`src/rtl/sdram_arb_pkg.sv`:
```
// Shared types for the SDRAM port arbiter.
//   id_t        : master identifier carried through the read-tracking FIFO
//   M_CPU/M_AUX : IDs of the Plasma CPU data port (m0) and the DMA/HPS master (m1)
//   arb_state_t : command-lock state of the arbiter
package sdram_arb_pkg;

    typedef logic id_t;

    localparam id_t M_CPU = 1'b0;
    localparam id_t M_AUX = 1'b1;

    typedef enum logic {
        ST_OPEN   = 1'b0,
        ST_LOCKED = 1'b1
    } arb_state_t;

endpackage

```
`src/rtl/arb_id_fifo.sv`:
```
// Read-tracking FIFO: holds the issuer ID of every accepted, not-yet-returned read.
// Ports:
//   clk, reset      : clock, asynchronous active-high reset
//   push, push_id   : enqueue the ID of an accepted read
//   pop             : dequeue the head (one read beat returned)
//   head_id         : ID of the oldest outstanding read
//   full, empty     : occupancy flags
//   count           : number of entries, 0..DEPTH
// A push while full is only honoured when a pop happens in the same cycle.
module arb_id_fifo
    import sdram_arb_pkg::*;
#(
    parameter int DEPTH = 4
)
(
    input  logic                     clk,
    input  logic                     reset,
    input  logic                     push,
    input  id_t                      push_id,
    input  logic                     pop,
    output id_t                      head_id,
    output logic                     full,
    output logic                     empty,
    output logic [$clog2(DEPTH):0]   count
);

    localparam int PW = $clog2(DEPTH);
    localparam int CW = PW + 1;
    localparam logic [PW-1:0] PTR_MASK = PW'(DEPTH - 1);

    id_t            mem [DEPTH];
    logic [PW-1:0]  wr_ptr;
    logic [PW-1:0]  rd_ptr;
    logic           do_push;
    logic           do_pop;

    assign empty   = (count == '0);
    assign full    = (count == CW'(DEPTH));
    assign do_pop  = pop & !empty;
    assign do_push = push & (!full | do_pop);
    assign head_id = mem[rd_ptr];

    always_ff @(posedge clk or posedge reset) begin
        if (reset) begin
            wr_ptr <= '0;
            rd_ptr <= '0;
            count  <= '0;
            for (int i = 0; i < DEPTH; i++) begin
                mem[i] <= M_CPU;
            end
        end else begin
            if (do_push) begin
                mem[wr_ptr] <= push_id;
                wr_ptr      <= (wr_ptr + 1'b1) & PTR_MASK;
            end
            if (do_pop) begin
                rd_ptr <= (rd_ptr + 1'b1) & PTR_MASK;
            end
            case ({do_push, do_pop})
                2'b10:   count <= count + 1'b1;
                2'b01:   count <= count - 1'b1;
                default: count <= count;
            endcase
        end
    end

endmodule

```
`src/rtl/sdram_port_arbiter.sv`:
```
// Two-master round-robin arbiter in front of the SDRAM controller Avalon-MM slave.
// m0 = Plasma CPU data port, m1 = DMA / HPS bridge. Read beats are routed back to
// their issuer through an in-order ID FIFO.
// Ports:
//   clk, reset                        : clock, asynchronous active-high reset
//   mN_address/read/write/writedata/byteenable : master N command (N = 0,1)
//   mN_waitrequest                    : stall to master N
//   mN_readdata, mN_readdatavalid     : registered read response to master N
//   s_address/read/write/writedata/byteenable  : command to the controller
//   s_waitrequest, s_readdata, s_readdatavalid : controller handshake / response
//   err_unexp_rdv                     : sticky, read beat seen with nothing outstanding
//
// state     | meaning
// ST_OPEN   | free to arbitrate each cycle (round-robin on last_grant)
// ST_LOCKED | a granted command was stalled; grant held on lock_id until accepted
module sdram_port_arbiter
    import sdram_arb_pkg::*;
#(
    parameter int ADDR_W      = 25,
    parameter int DATA_W      = 16,
    parameter int MAX_PENDING = 4
)
(
    input  logic                  clk,
    input  logic                  reset,

    input  logic [ADDR_W-1:0]     m0_address,
    input  logic                  m0_read,
    input  logic                  m0_write,
    input  logic [DATA_W-1:0]     m0_writedata,
    input  logic [DATA_W/8-1:0]   m0_byteenable,
    output logic                  m0_waitrequest,
    output logic [DATA_W-1:0]     m0_readdata,
    output logic                  m0_readdatavalid,

    input  logic [ADDR_W-1:0]     m1_address,
    input  logic                  m1_read,
    input  logic                  m1_write,
    input  logic [DATA_W-1:0]     m1_writedata,
    input  logic [DATA_W/8-1:0]   m1_byteenable,
    output logic                  m1_waitrequest,
    output logic [DATA_W-1:0]     m1_readdata,
    output logic                  m1_readdatavalid,

    output logic [ADDR_W-1:0]     s_address,
    output logic                  s_read,
    output logic                  s_write,
    output logic [DATA_W-1:0]     s_writedata,
    output logic [DATA_W/8-1:0]   s_byteenable,
    input  logic                  s_waitrequest,
    input  logic [DATA_W-1:0]     s_readdata,
    input  logic                  s_readdatavalid,

    output logic                  err_unexp_rdv
);

    localparam int CW = $clog2(MAX_PENDING) + 1;

    arb_state_t         state;
    id_t                lock_id;
    id_t                last_grant;
    id_t                grant;
    logic               grant_valid;
    logic               req0;
    logic               req1;
    logic               g_read;
    logic               g_write;
    logic               read_blocked;
    logic               accept;
    logic               rdv_pop;
    logic               rdv_unexp;
    logic [DATA_W-1:0]  rdata_q;

    id_t                head_id;
    logic               fifo_full;
    logic               fifo_empty;
    logic [CW-1:0]      fifo_count;

    assign req0 = m0_read | m0_write;
    assign req1 = m1_read | m1_write;

    // Grant is combinational so a lone requester is served in its request cycle.
    // While reset is high nothing is granted, so every master sees waitrequest.
    always_comb begin
        grant       = M_CPU;
        grant_valid = 1'b0;
        if (!reset) begin
            if (state == ST_LOCKED) begin
                grant       = lock_id;
                grant_valid = 1'b1;
            end else if (req0 && req1) begin
                grant       = ~last_grant;
                grant_valid = 1'b1;
            end else if (req0) begin
                grant       = M_CPU;
                grant_valid = 1'b1;
            end else if (req1) begin
                grant       = M_AUX;
                grant_valid = 1'b1;
            end
        end
    end

    assign g_read  = grant_valid & ((grant == M_CPU) ? m0_read  : m1_read);
    assign g_write = grant_valid & ((grant == M_CPU) ? m0_write : m1_write);

    assign rdv_pop   = s_readdatavalid & !fifo_empty;
    assign rdv_unexp = s_readdatavalid & (fifo_count == '0);

    // A full tracker still admits a read when a beat retires in the same cycle.
    assign read_blocked = g_read & fifo_full & !rdv_pop;

    assign s_read  = g_read & !read_blocked;
    assign s_write = g_write;
    assign accept  = (s_read | s_write) & !s_waitrequest;

    always_comb begin
        s_address    = '0;
        s_writedata  = '0;
        s_byteenable = '0;
        if (grant_valid) begin
            if (grant == M_CPU) begin
                s_address    = m0_address;
                s_writedata  = m0_writedata;
                s_byteenable = m0_byteenable;
            end else begin
                s_address    = m1_address;
                s_writedata  = m1_writedata;
                s_byteenable = m1_byteenable;
            end
        end
    end

    assign m0_waitrequest = !(grant_valid && (grant == M_CPU) && !read_blocked && !s_waitrequest);
    assign m1_waitrequest = !(grant_valid && (grant == M_AUX) && !read_blocked && !s_waitrequest);

    arb_id_fifo #(
        .DEPTH (MAX_PENDING)
    ) u_id_fifo (
        .clk     (clk),
        .reset   (reset),
        .push    (s_read & !s_waitrequest),
        .push_id (grant),
        .pop     (rdv_pop),
        .head_id (head_id),
        .full    (fifo_full),
        .empty   (fifo_empty),
        .count   (fifo_count)
    );

    always_ff @(posedge clk or posedge reset) begin
        if (reset) begin
            state            <= ST_OPEN;
            lock_id          <= M_CPU;
            last_grant       <= M_AUX;
            m0_readdatavalid <= 1'b0;
            m1_readdatavalid <= 1'b0;
            rdata_q          <= '0;
            err_unexp_rdv    <= 1'b0;
        end else begin
            case (state)
                ST_OPEN: begin
                    if (accept) begin
                        last_grant <= grant;
                    end else if (s_read || s_write) begin
                        state   <= ST_LOCKED;
                        lock_id <= grant;
                    end
                end
                ST_LOCKED: begin
                    if (accept) begin
                        state      <= ST_OPEN;
                        last_grant <= grant;
                    end
                end
                default: state <= ST_OPEN;
            endcase

            m0_readdatavalid <= rdv_pop & (head_id == M_CPU);
            m1_readdatavalid <= rdv_pop & (head_id == M_AUX);
            if (s_readdatavalid) begin
                rdata_q <= s_readdata;
            end
            if (rdv_unexp) begin
                err_unexp_rdv <= 1'b1;
            end
        end
    end

    // Read data is broadcast; only the valid strobe is steered.
    assign m0_readdata = rdata_q;
    assign m1_readdata = rdata_q;

endmodule
```
`config.mk`:
```
export PLATFORM = sky130hd
export DESIGN_NAME = sdram_port_arbiter
export DESIGN_NICKNAME = d
export VERILOG_FILES = /design/src/rtl/sdram_arb_pkg.sv /design/src/rtl/arb_id_fifo.sv /design/src/rtl/sdram_port_arbiter.sv
export SDC_FILE = /design/constraint.sdc
export NUM_CORES = 1
export LEC_CHECK = 0
export ABC_AREA = 0
export BUFFER_PORTS_ARGS = -buffer_cell sky130_fd_sc_hd__clkbuf_2
export CAP_MARGIN = 10
export CORE_MARGIN = 1
export CORE_UTILIZATION = 41
export DETAILED_ROUTE_END_ITERATION = 8
export GPL_TIMING_DRIVEN = 0
export PLACE_DENSITY = 0.84
export SYNTH_ARGS = -nofsm -noshare
export SYNTH_HDL_FRONTEND = slang
export SYNTH_SLANG_ARGS = --single-unit
```
`constraint.sdc`:
```
create_clock -name clk -period 6.77 [get_ports clk]
set_clock_uncertainty 0.1 [all_clocks]
set_input_delay 1.354 -clock clk [delete_from_list [all_inputs] [get_ports clk]]
set_output_delay 1.354 -clock clk [all_outputs]
set_load 0.01 [all_outputs]
```
==> impl_metrics.tcl, run 1 <==
set metrics [dict create \
    ant_nets 0 \
    syn_avg_cell_area_um2 11.2 \
    drtIter0Drc 122 \
    arrival_ps 3140 \
    pin_count 192 \
    ctsHoldBuffers 0 \
    end_kind "output pin" \
    rows 25 \
    drv_slew 0 \
    layout-area-overhead-vs-synth_pct 53.2 \
    p_per_area_nw_per_um2 328 \
    grt_pass1_vias 1949 \
    synth_cells 192 \
    fillers 413 \
    yosysUniqueCellTypes 39 \
    gp_congestion 0.766 \
    ff_latch_area_um2 827 \
    netlist.top_cell.by_area "dfrtp_1" \
    num_vias 2244 \
    cp_max_fo 13 \
    drt_wl_total_um 6200 \
    place_area_um2 3210 \
    mappedNetlistNets 308 \
    start_util_pct 44.0 \
    synth_top_area_share_pct 37.3 \
    clk_pin_slew_ps 60 \
    cts_setup_buffers 0 \
    post_cts_resized 0 \
    cts_inserted_buffers 5 \
    fmax_ghz 0.218 \
    fin_tns_setup_ps 0 \
    setup_viol_count_final 0 \
    synthTopCellsByCount "43 x a22o_1, 32 x dfrtp_1, 19 x mux2_2, 17 x buf_4, 9 x inv_1" \
    power_leakage_uw 0.00186 \
    hpwl_um 5260 \
    viasPerCell 4.90 \
    startpoint "reset" \
    yosys_warnings 0 \
    core-area_um2 4880 \
    cts_buffer_depth 2 \
    die-area_um2 5530 \
    start_kind "input pin" \
    diodes 0 \
    drive_gt1_share_pct 63.4 \
    synth-edff-count 0 \
    cts_tree "built" \
    fin_crit_ps 4600 \
    ys_ff_latch 33 \
    grtUsageTotal_pct 21.5 \
    status "completed" \
    ys_seq_area_share_pct 38.5 \
    max_cap_violations 0 \
    grt_overflow 0 \
    synth_area_leaders "dfrtp_1 37%, a22o_1 18%, mux2_2 10%, buf_4 5.9%, ha_1 2.9%" \
    die_h_um 74.3 \
    hold_viol 0 \
    multi_input_area_um2 1070 \
    synth-async-reset-ratio_pct 100 \
    htreeDepth 2 \
    slew_headroom_pct 58.8 \
    final_nets 506 \
    clock_sinks 33 \
    worstPathRequired_ps 5320 \
    period_share_pct 67.9 \
    die_width_um 74.3 \
    synth.most_common_cell "a22o_1" \
    worst_hold_path_type "reg2reg" \
    drc 0 \
    worst_pin_slew_ps 613 \
    antenna_found_initial 0 \
    synth_ff_type "dfrtp_1" \
    grt_setup_unrepaired "false" \
    netlist_area_um2 2150 \
    crit_type "in2out" \
    clk_latency_ps 280 \
    grt_max_degree 24 \
    grt_first_pass_wirelength_um 9020 \
    finalInstanceArea_um2 3290 \
    io_buffers 190 \
    cts-root-buf "clkbuf_8" \
    wl_per_cell_um 13.5 \
    min_from "err_unexp_rdv$_DFFE_PP0P_" \
    ir_worst_vdd_mv 0.184 \
    first_pass_iters 4 \
    regToRegStartpoint "last_grant$_DFFE_PP1P_" \
]
[final timing paths]
check	slack, ps	to	cells past startpoint
hold / removal	350	err_unexp_rdv$_DFFE_PP0P_	1
hold reg to reg	350	err_unexp_rdv$_DFFE_PP0P_	1
setup reg to reg	4210	u_id_fifo.count[2]$_DFFE_PP0P_	10
min in group asynchronous	1070	asynchronous set/reset pin	2
max in group asynchronous	4910	last_grant$_DFFE_PP1P_	3
setup / recovery	2170	s_writedata[1]	7
[where the power goes]
part / internal (uW) / leakage, uW / switching (uW) / total [uW]
sequential: 260 / 0.000392 / 48.8 / 309
combinational: 316 / 0.00143 / 318 / 634
clock: 72.9 / 0.0000395 / 64.7 / 138
[sequential cells by signal, indices dropped and copies added (netlist names), named ones only]
register	cells
m0_readdata	16
u_id_fifo.mem	4
u_id_fifo.count	3
u_id_fifo.rd_ptr	2
u_id_fifo.wr_ptr	2
err_unexp_rdv	1
last_grant	1
lock_id	1
m0_readdatavalid	1
m1_readdatavalid	1
[layout make-up]
class | instances | area share [%]
sequential | 33 | 25.2
clock buffer | 8 | 2.44
multi-input combinational | 122 | 32.7
timing repair buffer | 191 | 29.8
inverter | 9 | 1.03
buffer | 28 | 6.39
tap | 67 | 2.55
[worst max-delay path, cell delays in order]
cell and delay (ps):
clkbuf_2 120, inv_1 440, o211a_1 300, and2_1 180, clkbuf_1 360, a22o_1 230, clkbuf_2 150
[through the flow]
stage          hold slack [ps]  std cells  utilization [%]  setup slack [ps]  total power [uW]
6_report                   354        458             67.4              2170              1080
5_1_grt                    375        458             67.4              1990              1170
4_1_cts                    358        458             67.4              2140              1090
3_5_place_dp               344        450             65.7              2140               947
3_3_place_gp               338        449             65.2              1590               924
2_1_floorplan              353        192                -              2260               721
[cell usage in the layout (no fill, tap or decap), types with 3 or more instances in the layout]
cell	instances
ha_1	5
buf_2	3
clkbuf_1	6
clkbuf_2	190
clkbuf_8	5
a22o_1	43
buf_6	5
inv_1	9
buf_4	17
dfrtp_1	32
nand2_1	4
a21oi_1	4
nor2_1	5
mux2_2	19
and2_1	3
xnor2_1	4
mux2_1	3
nand3_1	5
[per-layer routing]
layer	share of wire (%)	wire length, um	vias up	GRT usage, %
li1	-	-	1092	-
met1	42	2590	1050	28.7
met2	50	3090	95	34.4
met3	7.0	436	7	5.01
met4	1.2	76	0	7.55
met5	0	0	-	0
[logic make-up after synthesis]
kind of cell	Yosys count	synth area share (%)
fa+ha+maj	6	3.85
xor+xnor	6	2.45
flops	33	38.5
simple gates	26	7.17
buf+inv	37	11.4
compound gates	60	23.6
mux	24	13.1
No activity file was read; power rests on OpenSTA's default activity.
==> run 2, diff against run 1 <==
--- a/config.mk
+++ b/config.mk
@@ -9,10 +9,10 @@
 export BUFFER_PORTS_ARGS = -buffer_cell sky130_fd_sc_hd__clkbuf_2
 export CAP_MARGIN = 10
 export CORE_MARGIN = 1
-export CORE_UTILIZATION = 41
+export CORE_UTILIZATION = 34
 export DETAILED_ROUTE_END_ITERATION = 8
 export GPL_TIMING_DRIVEN = 0
-export PLACE_DENSITY = 0.84
+export PLACE_DENSITY = 0.74
 export SYNTH_ARGS = -nofsm -noshare
 export SYNTH_HDL_FRONTEND = slang
 export SYNTH_SLANG_ARGS = --single-unit
==> constraint.sdc (replaced) <==
create_clock -name clk -period 4.1 [get_ports clk]
set_clock_uncertainty 0.1 [all_clocks]
set_input_delay 0.82 -clock clk [delete_from_list [all_inputs] [get_ports clk]]
set_output_delay 0.82 -clock clk [all_outputs]
set_load 0.01 [all_outputs]
==> impl_metrics.tcl, run 2 (synthesis gave the netlist of run 1 again) <==
set metrics [dict create \
    fin_ws_ps 557 \
    gp_congestion 0.810 \
    ctsHoldBuffers 0 \
    ir_worst_vdd_mv 0.328 \
    grt_first_pass_wirelength_um 8500 \
    hold_viol 0 \
    multi_input_area_um2 1070 \
    antenna_found_initial 0 \
    htreeDepth 2 \
    path_cells "clkbuf_2 -> inv_1 -> o211a_1 -> and2_1 -> clkbuf_1 -> a22o_1 -> clkbuf_2" \
    fillers 564 \
    cp_max_fo 13 \
    grtUsageTotal_pct 16.7 \
    drtIter0Drc 96 \
    worst_pin_slew_ps 685 \
    clock_sinks 33 \
    worst_hold_path_type "reg2reg" \
    finalInstanceArea_um2 3320 \
    drv_slew 0 \
    fin_tns_setup_ps 0 \
    first_pass_iters 4 \
    grt_setup_unrepaired "false" \
    place_area_um2 3220 \
    slowest_delay_ps 420 \
    start_util_pct 35.8 \
    dp_cells 458 \
    start_kind "input pin" \
    clk_latency_ps 280 \
    cts_inserted_buffers 5 \
    mostFrequentLayoutCells "190 x clkbuf_2, 43 x a22o_1, 32 x dfrtp_1, 19 x mux2_2, 17 x buf_4" \
    arrival_ps 2620 \
    layout-area-overhead-vs-synth_pct 54.7 \
    ant_nets 0 \
    largest_reg_flops 16 \
    cts_tree "built" \
    fin_crit_ps 3540 \
    die_width_um 81.4 \
    drc 0 \
    wl_per_cell_um 12.6 \
    fmax_ghz 0.282 \
    cp_top_family "buffers and inverters" \
    grt_pass1_vias 1869 \
    grt_max_degree 24 \
    p_per_area_nw_per_um2 546 \
    pin_count 192 \
    ff_latch_area_um2 827 \
    max_cap_violations 0 \
    die-area_um2 6630 \
    cp_num_buf_inv 4 \
    cts-root-buf "clkbuf_8" \
    num_vias 2200 \
    worstPathRequired_ps 3180 \
    place_ws_ps 527 \
    drt_wl_total_um 5880 \
    setup_viol_count_final 0 \
    rows 28 \
    post_cts_resized 0 \
    grt_overflow 0 \
    diodes 0 \
    hpwl_um 4850 \
    die_h_um 81.4 \
    cts_setup_buffers 0 \
    cpMostUsedCell "clkbuf_2" \
    status "completed" \
    power_leakage_uw 0.00188 \
    final_nets 506 \
    stdcell_count 466 \
    io_buffers 190 \
    cts_buffer_depth 2 \
    viasPerCell 4.72 \
    drive_gt1_share_pct 64.2 \
    slowest_stage "inv_1" \
    final_common_cell "clkbuf_2" \
    core-area_um2 5990 \
    clk_pin_slew_ps 70 \
    end_kind "output pin" \
    crit_type "in2out" \
    period_share_pct 86.4 \
    slew_headroom_pct 54.0 \
]
[run 2: worst paths after layout]
path | from | end | slack (ps) | cells after the start
worst max-delay path | reset | s_writedata[2] | 560 | 7
worst min-delay path | err_unexp_rdv$_DFFE_PP0P_ | err_unexp_rdv$_DFFE_PP0P_ | 360 | 1
worst max register to register | last_grant$_DFFE_PP1P_ | u_id_fifo.count[2]$_DFFE_PP0P_ | 1580 | 10
worst min register to register | err_unexp_rdv$_DFFE_PP0P_ | err_unexp_rdv$_DFFE_PP0P_ | 360 | 1
max in group asynchronous | reset | u_id_fifo.count[0]$_DFFE_PP0P_ | 2890 | 3
min in group asynchronous | reset | asynchronous set/reset pin | 510 | 2
[run 2: worst register-to-register path: cells and delay by family (launching register included)]
family / cells / cell delay (ps)
xor+xnor: 2 / 300
buf+inv: 1 / 60
flops: 1 / 530
fa+ha+maj: 2 / 550
simple gates: 2 / 220
compound gates: 3 / 690
[run 2: where the power goes]
part	switching [uW]	total (uW)	internal, uW
Combinational	514	1030	521
Sequential	84.0	513	429
Clock	114	266	152
[run 2: final cells by class]
cell class / count / area share [%]
plain buffers: 28 / 6.33
clock buffers: 7 / 2.90
clock inverters: 1 / 0.151
inverters: 9 / 1.02
multi-input cells: 122 / 32.4
flip-flops and latches: 33 / 24.9
well taps: 75 / 2.83
repair buffers: 191 / 29.5
[run 2: routing by layer]
metal	share of wire, %	GRT usage [%]	vias to the layer above
met1	42	22.1	1019
met3	4.6	2.67	10
met2	52	27.4	79
met5	0	0	-
met4	1.2	5.89	0
li1	-	-	1092
[run 2: stage by stage]
stage	power [uW]	utilization [%]	hold slack, ps
4_1_cts	1840	55.4	362
3_5_place_dp	1560	53.7	347
6_report	1810	55.4	359
2_1_floorplan	1190	-	353
5_1_grt	1960	55.4	406
3_3_place_gp	1530	53.3	339
